`src/rtl/ps2_pkg.sv`:
```
`timescale 1ns/1ps
`default_nettype none
// ============================================================================
// Module   : ps2_pkg
// Brief    : Shared states, frame constants and default timing for PS/2 host TX
// Revision : 1.0
// ============================================================================
package ps2_pkg;

    typedef enum logic [2:0] {
        IDLE       = 3'd0,
        INHIBIT    = 3'd1,
        REQ        = 3'd2,
        WAIT_FIRST = 3'd3,
        XFER       = 3'd4,
        WAIT_IDLE  = 3'd5,
        ERR        = 3'd6
    } ps2_state_t;

    localparam int FRAME_BITS = 11;
    localparam int ACK_EDGE   = 11;

    localparam int DEF_INHIBIT_CYC    = 12000;
    localparam int DEF_FIRST_EDGE_CYC = 1500000;
    localparam int DEF_FRAME_CYC      = 200000;
    localparam int DEF_TMR_W          = 21;

    // Bits shifted out after the start bit: data LSB first, odd parity, stop.
    function automatic logic [FRAME_BITS-2:0] build_frame(input logic [7:0] d);
        return {1'b1, ~^d, d};
    endfunction

endpackage
`default_nettype wire

```
`src/rtl/ps2_host_if.sv`:
```
`timescale 1ns/1ps
`default_nettype none
// ============================================================================
// Module   : ps2_host_if
// Brief    : Request/status handshake plus open-drain pin pair of the host TX
// Revision : 1.0
// ============================================================================
interface ps2_host_if;

    logic       send;
    logic [7:0] data;
    logic       busy;
    logic       rx_inhibit;
    logic       done;
    logic       ack_ok;
    logic       error;
    logic       ps2clk_in;
    logic       ps2data_in;
    logic       ps2clk_oe;
    logic       ps2data_oe;

    modport master (
        output send, data, ps2clk_in, ps2data_in,
        input  busy, rx_inhibit, done, ack_ok, error, ps2clk_oe, ps2data_oe
    );

    modport slave (
        input  send, data, ps2clk_in, ps2data_in,
        output busy, rx_inhibit, done, ack_ok, error, ps2clk_oe, ps2data_oe
    );

endinterface
`default_nettype wire

```
`src/rtl/ps2_line_sync.sv`:
```
`timescale 1ns/1ps
`default_nettype none
// ============================================================================
// Module   : ps2_line_sync
// Brief    : PS/2 pin synchronizers, 4-sample clock filter and fall detect
// Revision : 1.0
// ============================================================================
module ps2_line_sync (
    input  wire logic clk,
    input  wire logic rst_n,
    input  wire logic ps2clk_i,
    input  wire logic ps2data_i,
    output logic      clk_filt_o,
    output logic      data_sync_o,
    output logic      fall_o
);

    logic [1:0] clk_sync_q;
    logic [1:0] data_sync_q;
    logic [3:0] clk_hist_q;
    logic       clk_filt_q;
    logic       clk_filt_prev_q;

    // Idle bus is high, so everything resets to 1 to avoid a false fall.
    always_ff @(posedge clk or negedge rst_n) begin
        if (!rst_n) begin
            clk_sync_q      <= 2'b11;
            data_sync_q     <= 2'b11;
            clk_hist_q      <= 4'hF;
            clk_filt_q      <= 1'b1;
            clk_filt_prev_q <= 1'b1;
        end else begin
            clk_sync_q      <= {clk_sync_q[0], ps2clk_i};
            data_sync_q     <= {data_sync_q[0], ps2data_i};
            clk_hist_q      <= {clk_hist_q[2:0], clk_sync_q[1]};
            clk_filt_prev_q <= clk_filt_q;
            if (&clk_hist_q) begin
                clk_filt_q <= 1'b1;
            end else if (~|clk_hist_q) begin
                clk_filt_q <= 1'b0;
            end
        end
    end

    assign clk_filt_o  = clk_filt_q;
    assign data_sync_o = data_sync_q[1];
    assign fall_o      = clk_filt_prev_q & ~clk_filt_q;

endmodule
`default_nettype wire

```
`src/rtl/ps2_host_tx.sv`:
```
`timescale 1ns/1ps
`default_nettype none
// ============================================================================
// Module   : ps2_host_tx
// Brief    : PS/2 host-to-device command transmitter with ack and timeouts
// Revision : 1.0
// ============================================================================
module ps2_host_tx
    import ps2_pkg::*;
#(
    parameter int INHIBIT_CYC    = DEF_INHIBIT_CYC,
    parameter int FIRST_EDGE_CYC = DEF_FIRST_EDGE_CYC,
    parameter int FRAME_CYC      = DEF_FRAME_CYC,
    parameter int TMR_W          = DEF_TMR_W
) (
    input  wire logic  clk,
    input  wire logic  rst_n,
    ps2_host_if.slave  bus
);

    localparam logic [TMR_W-1:0] INHIBIT_LAST = TMR_W'(INHIBIT_CYC - 1);
    localparam logic [TMR_W-1:0] FIRST_LIMIT  = TMR_W'(FIRST_EDGE_CYC);
    localparam logic [TMR_W-1:0] FRAME_LIMIT  = TMR_W'(FRAME_CYC);
    localparam logic [3:0]       LAST_BIT     = 4'(ACK_EDGE - 1);

    ps2_state_t              state_q;
    logic [FRAME_BITS-2:0]   shreg_q;
    logic [3:0]              bitcnt_q;
    logic [TMR_W-1:0]        timer_q;
    logic [TMR_W-1:0]        timer_d;
    logic                    clk_oe_q;
    logic                    data_oe_q;
    logic                    busy_q;
    logic                    done_q;
    logic                    ack_ok_q;
    logic                    ack_r_q;
    logic                    error_q;

    logic                    clk_filt;
    logic                    data_sync;
    logic                    fall;

    ps2_line_sync u_line_sync (
        .clk         (clk),
        .rst_n       (rst_n),
        .ps2clk_i    (bus.ps2clk_in),
        .ps2data_i   (bus.ps2data_in),
        .clk_filt_o  (clk_filt),
        .data_sync_o (data_sync),
        .fall_o      (fall)
    );

    assign timer_d = (&timer_q) ? timer_q : timer_q + 1'b1;

    always_ff @(posedge clk or negedge rst_n) begin
        if (!rst_n) begin
            state_q   <= IDLE;
            shreg_q   <= '0;
            bitcnt_q  <= 4'd0;
            timer_q   <= '0;
            clk_oe_q  <= 1'b0;
            data_oe_q <= 1'b0;
            busy_q    <= 1'b0;
            done_q    <= 1'b0;
            ack_ok_q  <= 1'b0;
            ack_r_q   <= 1'b0;
            error_q   <= 1'b0;
        end else begin
            done_q   <= 1'b0;
            ack_ok_q <= 1'b0;
            error_q  <= 1'b0;
            case (state_q)
                IDLE: begin
                    busy_q    <= 1'b0;
                    clk_oe_q  <= 1'b0;
                    data_oe_q <= 1'b0;
                    if (bus.send) begin
                        shreg_q  <= build_frame(bus.data);
                        bitcnt_q <= 4'd0;
                        timer_q  <= '0;
                        busy_q   <= 1'b1;
                        clk_oe_q <= 1'b1;
                        state_q  <= INHIBIT;
                    end
                end
                INHIBIT: begin
                    timer_q <= timer_d;
                    if (timer_q >= INHIBIT_LAST) begin
                        data_oe_q <= 1'b1;
                        state_q   <= REQ;
                    end
                end
                REQ: begin
                    // Release clock while still holding the start bit low.
                    clk_oe_q <= 1'b0;
                    timer_q  <= '0;
                    state_q  <= WAIT_FIRST;
                end
                WAIT_FIRST: begin
                    if (fall) begin
                        bitcnt_q  <= 4'd1;
                        data_oe_q <= ~shreg_q[0];
                        timer_q   <= '0;
                        state_q   <= XFER;
                    end else if (timer_q >= FIRST_LIMIT) begin
                        clk_oe_q  <= 1'b0;
                        data_oe_q <= 1'b0;
                        error_q   <= 1'b1;
                        state_q   <= ERR;
                    end else begin
                        timer_q <= timer_d;
                    end
                end
                XFER: begin
                    if (timer_q >= FRAME_LIMIT) begin
                        clk_oe_q  <= 1'b0;
                        data_oe_q <= 1'b0;
                        error_q   <= 1'b1;
                        state_q   <= ERR;
                    end else begin
                        timer_q <= timer_d;
                        if (fall) begin
                            if (bitcnt_q == LAST_BIT) begin
                                ack_r_q   <= ~data_sync;
                                data_oe_q <= 1'b0;
                                state_q   <= WAIT_IDLE;
                            end else begin
                                bitcnt_q  <= bitcnt_q + 4'd1;
                                shreg_q   <= {1'b1, shreg_q[FRAME_BITS-2:1]};
                                data_oe_q <= ~shreg_q[1];
                            end
                        end
                    end
                end
                WAIT_IDLE: begin
                    if (timer_q >= FRAME_LIMIT) begin
                        clk_oe_q  <= 1'b0;
                        data_oe_q <= 1'b0;
                        error_q   <= 1'b1;
                        state_q   <= ERR;
                    end else if (clk_filt && data_sync) begin
                        done_q   <= 1'b1;
                        ack_ok_q <= ack_r_q;
                        state_q  <= IDLE;
                    end else begin
                        timer_q <= timer_d;
                    end
                end
                ERR: begin
                    busy_q    <= 1'b0;
                    clk_oe_q  <= 1'b0;
                    data_oe_q <= 1'b0;
                    state_q   <= IDLE;
                end
                default: begin
                    state_q <= IDLE;
                end
            endcase
        end
    end

    assign bus.ps2clk_oe  = clk_oe_q;
    assign bus.ps2data_oe = data_oe_q;
    assign bus.busy       = busy_q;
    assign bus.rx_inhibit = busy_q;
    assign bus.done       = done_q;
    assign bus.ack_ok     = ack_ok_q;
    assign bus.error      = error_q;

endmodule
`default_nettype wire
```
`src/flat_wrapper.sv`:
```
// flat-port wrapper written by rule: the top's interface ports become plain ports
module ps2_host_tx_flat import ps2_pkg::*;
#(
    parameter int INHIBIT_CYC    = DEF_INHIBIT_CYC,
    parameter int FIRST_EDGE_CYC = DEF_FIRST_EDGE_CYC,
    parameter int FRAME_CYC      = DEF_FRAME_CYC,
    parameter int TMR_W          = DEF_TMR_W
)
  (clk, rst_n, bus_send, bus_data, bus_ps2clk_in, bus_ps2data_in, bus_busy, bus_rx_inhibit, bus_done, bus_ack_ok, bus_error, bus_ps2clk_oe, bus_ps2data_oe);
  ps2_host_if bus_i ();
  input  wire logic clk;
  input  wire logic rst_n;
  input wire logic [$bits(bus_i.send)-1:0] bus_send;
  input wire logic [$bits(bus_i.data)-1:0] bus_data;
  input wire logic [$bits(bus_i.ps2clk_in)-1:0] bus_ps2clk_in;
  input wire logic [$bits(bus_i.ps2data_in)-1:0] bus_ps2data_in;
  output wire logic [$bits(bus_i.busy)-1:0] bus_busy;
  output wire logic [$bits(bus_i.rx_inhibit)-1:0] bus_rx_inhibit;
  output wire logic [$bits(bus_i.done)-1:0] bus_done;
  output wire logic [$bits(bus_i.ack_ok)-1:0] bus_ack_ok;
  output wire logic [$bits(bus_i.error)-1:0] bus_error;
  output wire logic [$bits(bus_i.ps2clk_oe)-1:0] bus_ps2clk_oe;
  output wire logic [$bits(bus_i.ps2data_oe)-1:0] bus_ps2data_oe;
  assign bus_i.send = bus_send;
  assign bus_i.data = bus_data;
  assign bus_i.ps2clk_in = bus_ps2clk_in;
  assign bus_i.ps2data_in = bus_ps2data_in;
  assign bus_busy = bus_i.busy;
  assign bus_rx_inhibit = bus_i.rx_inhibit;
  assign bus_done = bus_i.done;
  assign bus_ack_ok = bus_i.ack_ok;
  assign bus_error = bus_i.error;
  assign bus_ps2clk_oe = bus_i.ps2clk_oe;
  assign bus_ps2data_oe = bus_i.ps2data_oe;
  ps2_host_tx #(.INHIBIT_CYC(INHIBIT_CYC), .FIRST_EDGE_CYC(FIRST_EDGE_CYC), .FRAME_CYC(FRAME_CYC), .TMR_W(TMR_W)) u_core (.clk(clk), .rst_n(rst_n), .bus(bus_i));
endmodule
```
`config.mk`:
```
export PLATFORM = sky130hd
export DESIGN_NAME = ps2_host_tx_flat
export DESIGN_NICKNAME = d
export VERILOG_FILES = /design/src/rtl/ps2_pkg.sv /design/src/rtl/ps2_host_if.sv /design/src/rtl/ps2_line_sync.sv /design/src/rtl/ps2_host_tx.sv /design/src/flat_wrapper.sv
export SDC_FILE = /design/constraint.sdc
export NUM_CORES = 1
export LEC_CHECK = 0
export ABC_AREA = 1
export CAP_MARGIN = 20
export CORE_ASPECT_RATIO = 1.5
export CORE_MARGIN = 2
export CORE_UTILIZATION = 40
export DETAILED_ROUTE_END_ITERATION = 7
export PLACE_DENSITY = 0.53
export SYNTH_ARGS = -nofsm -noshare
export SYNTH_HDL_FRONTEND = slang
export SYNTH_SLANG_ARGS = --single-unit
export TNS_END_PERCENT = 50
```
`constraint.sdc`:
```
create_clock -name clk -period 2.3 [get_ports clk]
set_input_delay 0.46 -clock clk [delete_from_list [all_inputs] [get_ports clk]]
set_output_delay 0.46 -clock clk [all_outputs]
set_load 0.005 [all_outputs]
```
==> results.yml <==
synth:
  synth_top_family_by_area: "simple AND/OR/NAND/NOR gates"
  synthCells: 517
  synthArstFlopShare: 1.000
  synth_compound_gate_area_share: 0.08892
  yosys_warnings: 0
  ys.flop_type: "dfrtp_1"
  synth_fa_ha_area_frac: 0.01327
  ys_ff_latch: 55
  synth-xor-area-share: 0.04645
  synth_edf_count: 0
  synth_cell_types: 36
  synth_area_per_cell_um2: 7.294
  syn_nets: 534
  yosysSeqAreaShare: 0.3683
  synthSimpleGateAreaFrac: 0.3670
  synthMuxAreaShare: 0.02123
  syn_area_um2: 3771
clock_network:
  cts_tree: "yes"
  cts.path.max_buffers: 2
  post_cts_buffers: 0
  clockRootBuffer: "clkbuf_16"
  clk_pin_slew_ns: 0.08
  cts.sinks: 55
  hold_buffers: 0
  ctsResizeCount: 0
  numCtsBuffers: 5
  worstSkewPairLatency_ns: 0.30
  htreeDepth: 2
pwr:
  p_leak_nw: 2.029
  power_density_nw_per_um2: 884.3
  vdd.ir_drop.worst_uv: 532.3
  power.total_w: 0.003670
worst_setup_path:
  critical_path.endpoint_type: "flip-flop"
  required_ns: 2.54
  cp_max_fo: 19
  cp_data_arrival_time_ns: 2.14
  critPathLaunchType: "flip-flop"
  critPathKind: "flip-flop to flip-flop"
global_routing:
  grt_max_degree: 35
  grt_pass1_wl_um: 16050
  grt_overflow_total: 0
  antenna_found_initial: 0
  grt_pass1_vias: 3347
  grtUsageTotal: 0.1986
place:
  place_congestion: 0.9251
  dp_cells: 638
  place_ws_ns: 0.3828
  port_buffers: 19
  dp_hpwl_um: 7571
timing:
  hold_viol_final: 0
  drv_slew: 0
  worst_slack_ns: 0.3978
  relSlewSlack: 0.6342
  rsz0062_at_grt: "no"
  fin_skew_ns: 0.006501
  tns_ns: 0
  timing.final.crit_share: 0.8270
  period_needed_ns: 1.902
  worst_slew_pin_slew_ns: 0.5488
  setup-violations-final: 0
  fmax_mhz: 525.7
layout:
  diodes: 0
  filler_cell_count: 950
  fin_util: 0.4511
  syn_to_final_growth_pct: 10.05
  multi_input_area_um2: 2024
  fin_cells: 646
  ff_latch_area_um2: 1389
  nets: 550
  drive_above_1_share: 0.1386
min_path:
  hp-class: "primary input to async pin"
die:
  start_util: 0.4099
  die_area_um2: 10240
  die_w_um: 83.28
  core_um2: 9200
  die_y_um: 122.9
  ios: 20
  num_rows: 43
outcome:
  status: "complete, no violations"
route:
  avgRoutedWirePerCell_um: 14.77
  drt_iter0_markers: 152
  drt-vias-per-instance: 5.031
  drc_errors: 0
  first_pass_iters: 5
  vias: 3250
  totalWireLength_um: 9544
  drtAntennaViolNets: 0
job:
  drv_cap: 0
per-layer routing:
metal,part of all wire,GRT usage
met5,0,0
met4,0.030,0.09836
met3,0.023,0.02203
met2,0.56,0.3962
met1,0.38,0.2026
cell type report:
type	count	share of cell area
Timing Repair Buffer	27	0.06210
Multi-Input combinational cell	394	0.4878
Inverter	50	0.04522
Clock inverter	3	0.006331
Sequential cell	55	0.3346
Tap cell	112	0.03377
Clock buffer	5	0.03015
Yosys cell counts, types with 8 or more instances:
cell       n  share of area
nand3_1   39          0.052
xor2_1    12          0.028
nor2_1    52          0.052
dfrtp_1   45           0.30
nand2_1  171           0.17
xnor2_1    8          0.019
o21ai_2   12          0.028
a21oi_1   20          0.027
dfstp_2   10          0.070
o21ai_0   15          0.020
mux2i_1    8          0.021
inv_1     45          0.045
through the flow:
step | hold WS [ns] | area, um2
2_1_floorplan | 0.1644 | 3771
3_3_place_gp | 0.3466 | 3999
3_5_place_dp | 0.3472 | 3999
4_1_cts | 0.1554 | 4150
5_1_grt | 0.1878 | 4150
6_report | 0.1344 | 4150
state kept, by name (all words and copies together), names as in the netlist, 2 cells and up:
| signal | flops |
|---|---|
| u_core.timer_q | 21 |
| u_core.u_line_sync.clk_sync_q | 2 |
| u_core.shreg_q | 10 |
| u_core.bitcnt_q | 4 |
| u_core.state_q | 3 |
| u_core.u_line_sync.clk_hist_q | 4 |
| u_core.u_line_sync.data_sync_q | 2 |
path summary, 6_finish.rpt:
path,startpoint,to,slack [ns],cells past startpoint
hold / removal,rst_n,u_core.timer_q[9],0.13,1
max in group asynchronous,rst_n,u_core.u_line_sync.clk_sync_q[0],1.52,2
setup reg to reg,u_core.timer_q[1],u_core.timer_q[8],0.40,11
hold reg to reg,u_core.u_line_sync.clk_sync_q[1],u_core.u_line_sync.clk_hist_q[0],0.36,0
min in group clk,u_core.u_line_sync.clk_sync_q[1],u_core.u_line_sync.clk_hist_q[0],0.36,0
setup / recovery,u_core.timer_q[1],u_core.timer_q[8],0.40,11
placed cells by master (no fill, tap or decap), types with 6 or more instances in the layout:
| cell type | count |
|---|---|
| xnor2_1 | 8 |
| nand4_1 | 6 |
| nand3_1 | 39 |
| o21ai_2 | 12 |
| nand2_2 | 7 |
| nand2_1 | 171 |
| o21ai_0 | 15 |
| a21oi_1 | 20 |
| o21ai_1 | 6 |
| inv_1 | 45 |
| mux2i_1 | 8 |
| nor2_1 | 52 |
| buf_4 | 7 |
| dfrtp_1 | 45 |
| dfstp_2 | 10 |
| clkdlybuf4s50_1 | 18 |
| xor2_1 | 12 |
kinds of logic (layout without fill, tap and decap cells):
kind of cell / after synthesis / count (layout)
AOI/OAI and AO/OA: 56 / 56
muxes: 8 / 8
DFF: 55 / 55
buffers and inverters: 68 / 85
and+or+nand+nor: 306 / 306
adders and majority gates: 4 / 4
xor gates and xnor gates: 20 / 20
critical path: stages (launching register included):
cell	delay, ns
dfrtp_1	0.44
ha_1	0.27
inv_1	0.10
nor2_4	0.17
nand2_4	0.09
nor2_4	0.16
nand2_4	0.17
o21ai_0	0.16
nand3_1	0.11
nand2_1	0.07
nand2_1	0.05
nand2_1	0.06
power breakdown:
part | internal (W) | leakage (nW) | switching, W
logic | 0.000568 | 1.25 | 0.000967
registers | 0.00115 | 0.702 | 0.000175
clock network | 0.000415 | 0.0748 | 0.000392
(Power assumes the default switching activity.)
==> variant (same flow settings) <==
`DEF_TMR_W`: 21 -> 19.
--- a/src/rtl/ps2_pkg.sv
+++ b/src/rtl/ps2_pkg.sv
@@ -24,5 +24,5 @@
     localparam int DEF_FIRST_EDGE_CYC = 1500000;
     localparam int DEF_FRAME_CYC      = 200000;
-    localparam int DEF_TMR_W          = 21;
+    localparam int DEF_TMR_W          = 19;
 
     // Bits shifted out after the start bit: data LSB first, odd parity, stop.
Behaviour: same outputs for any inputs over 10 cycles, from zero or initial values and one cycle with rst_n low; that may be too few to reach the edited logic, so the function may still have changed.
==> variant against the original RTL <==
Critical path depth is 2 lower; power is 4.6% lower; wire length is 3.1% lower; setup slack worse by 0.027 ns; sequential cell count is 2 lower; global-route usage is 0.93 points higher; synthesized area is 3.4% lower; design area is 2.6% lower; critical path type unchanged; critical endpoint is now u_core.shreg_q[6]; largest cell class unchanged; largest power group unchanged.
==> variant: results (changes against the original RTL) <==
worst hold slack=0.150 ns (+0.0156 ns); Netlist cell types=35 (-2.8%); bufs w/o clock=25 (-7.4%); DRT iter0 DRCs=140 (-7.9%); Critical Path Fanout Max=17 (-2); status=finished clean; normalized max-slew margin=63.2% (-0.20 points); Filler Cells Inserted=930 (-2.1%); met2 Use GR=36.9% (-2.7 points); Area contributors post-synth=dfrtp_1 30%, nand2_1 18%, dfstp_2 7.2%; clk_skew=0.00711 ns (+0.000611 ns); clock tree cell share of total cell area=3.62% (-0.027 points); RD Place Congestion=0.882 (-4.7%); net count after synthesis=542 (+1.5%); RR Endpoint=u_core.shreg_q[6]; Syn Area/Cell=6.94 um2 (-4.9%); seq pwr=1.29 mW (-3%); slowest cell delay on critical path=0.47 ns (+0.03 ns); M3 GR Usage=3.13% (+0.92 points); post-synthesis adder-cell area fraction=1.37% (+0.046 points); non-clk buf share=6.00% (-0.21 points); share of layout cells above drive strength 1=12.2% (-1.7 points); clock buf count=8 (+3); final core utilization=45.8% (+0.68 points); pre-CTS setup slack=0.338 ns (-0.0453 ns); Synth Area in XOR/XNOR=3.61% (-1.0 points); post-synthesis compound-gate area fraction=10.7% (+1.8 points); Peak supply drop=0.000497 V (-6.7%); Switching Fraction=41.1% (-0.70 points); Top Registers=u_core.timer_q (19), u_core.shreg_q (10); largest net degree at the start of global routing=54 (+54%); multi-input combinational area share=48.8% (about the same); first-pass GRT wire length=15,600 um (-2.6%); part of the power in the clock network=22.4% (+0.4 points); routed length on met3=208 um (-5.5%); mux cell area share after synthesis=0% (-2.1 points); cell count after placement=643 (+0.78%); leakage power=1.97 nW (-2.8%); nets@finish=557 (+1.3%); Total GRT Usage=20.8% (+0.93 points); dpl cell area=3900 um2 (-2.6%); invs w/o clock=54 (+8.0%); DRT met1 WL=3710 um (+1.8%)
-- variant: cell count changes in the layout (fill, tap and decap cells not counted), sizes merged, moves of 6 or more --
cell	before	now
nor2	62	68
mux2i	8	0
nand2	183	189
a21oi	22	13
nand4	6	12
o21ai	33	45
-- variant: worst max path at each step --
stage,from,end,slack [ns]
after global placement,u_core.timer_q[12],u_core.shreg_q[6],0.37
after CTS,u_core.timer_q[12],u_core.shreg_q[6],0.32
after global routing,u_core.timer_q[0],u_core.timer_q[8],0.14
final,u_core.timer_q[12],u_core.shreg_q[6],0.37
after floorplan,u_core.timer_q[0],u_core.timer_q[1],0.61
after detailed placement,u_core.timer_q[12],u_core.shreg_q[6],0.34
-- variant: critical path, delay by kind of cell (launching register included) --
family / cells / cell delay, ns
AND/OR/NAND/NOR: 5 / 0.60
AO/OA/AOI/OAI: 2 / 0.31
flip-flops: 1 / 0.47
buffers and inverters: 2 / 0.47
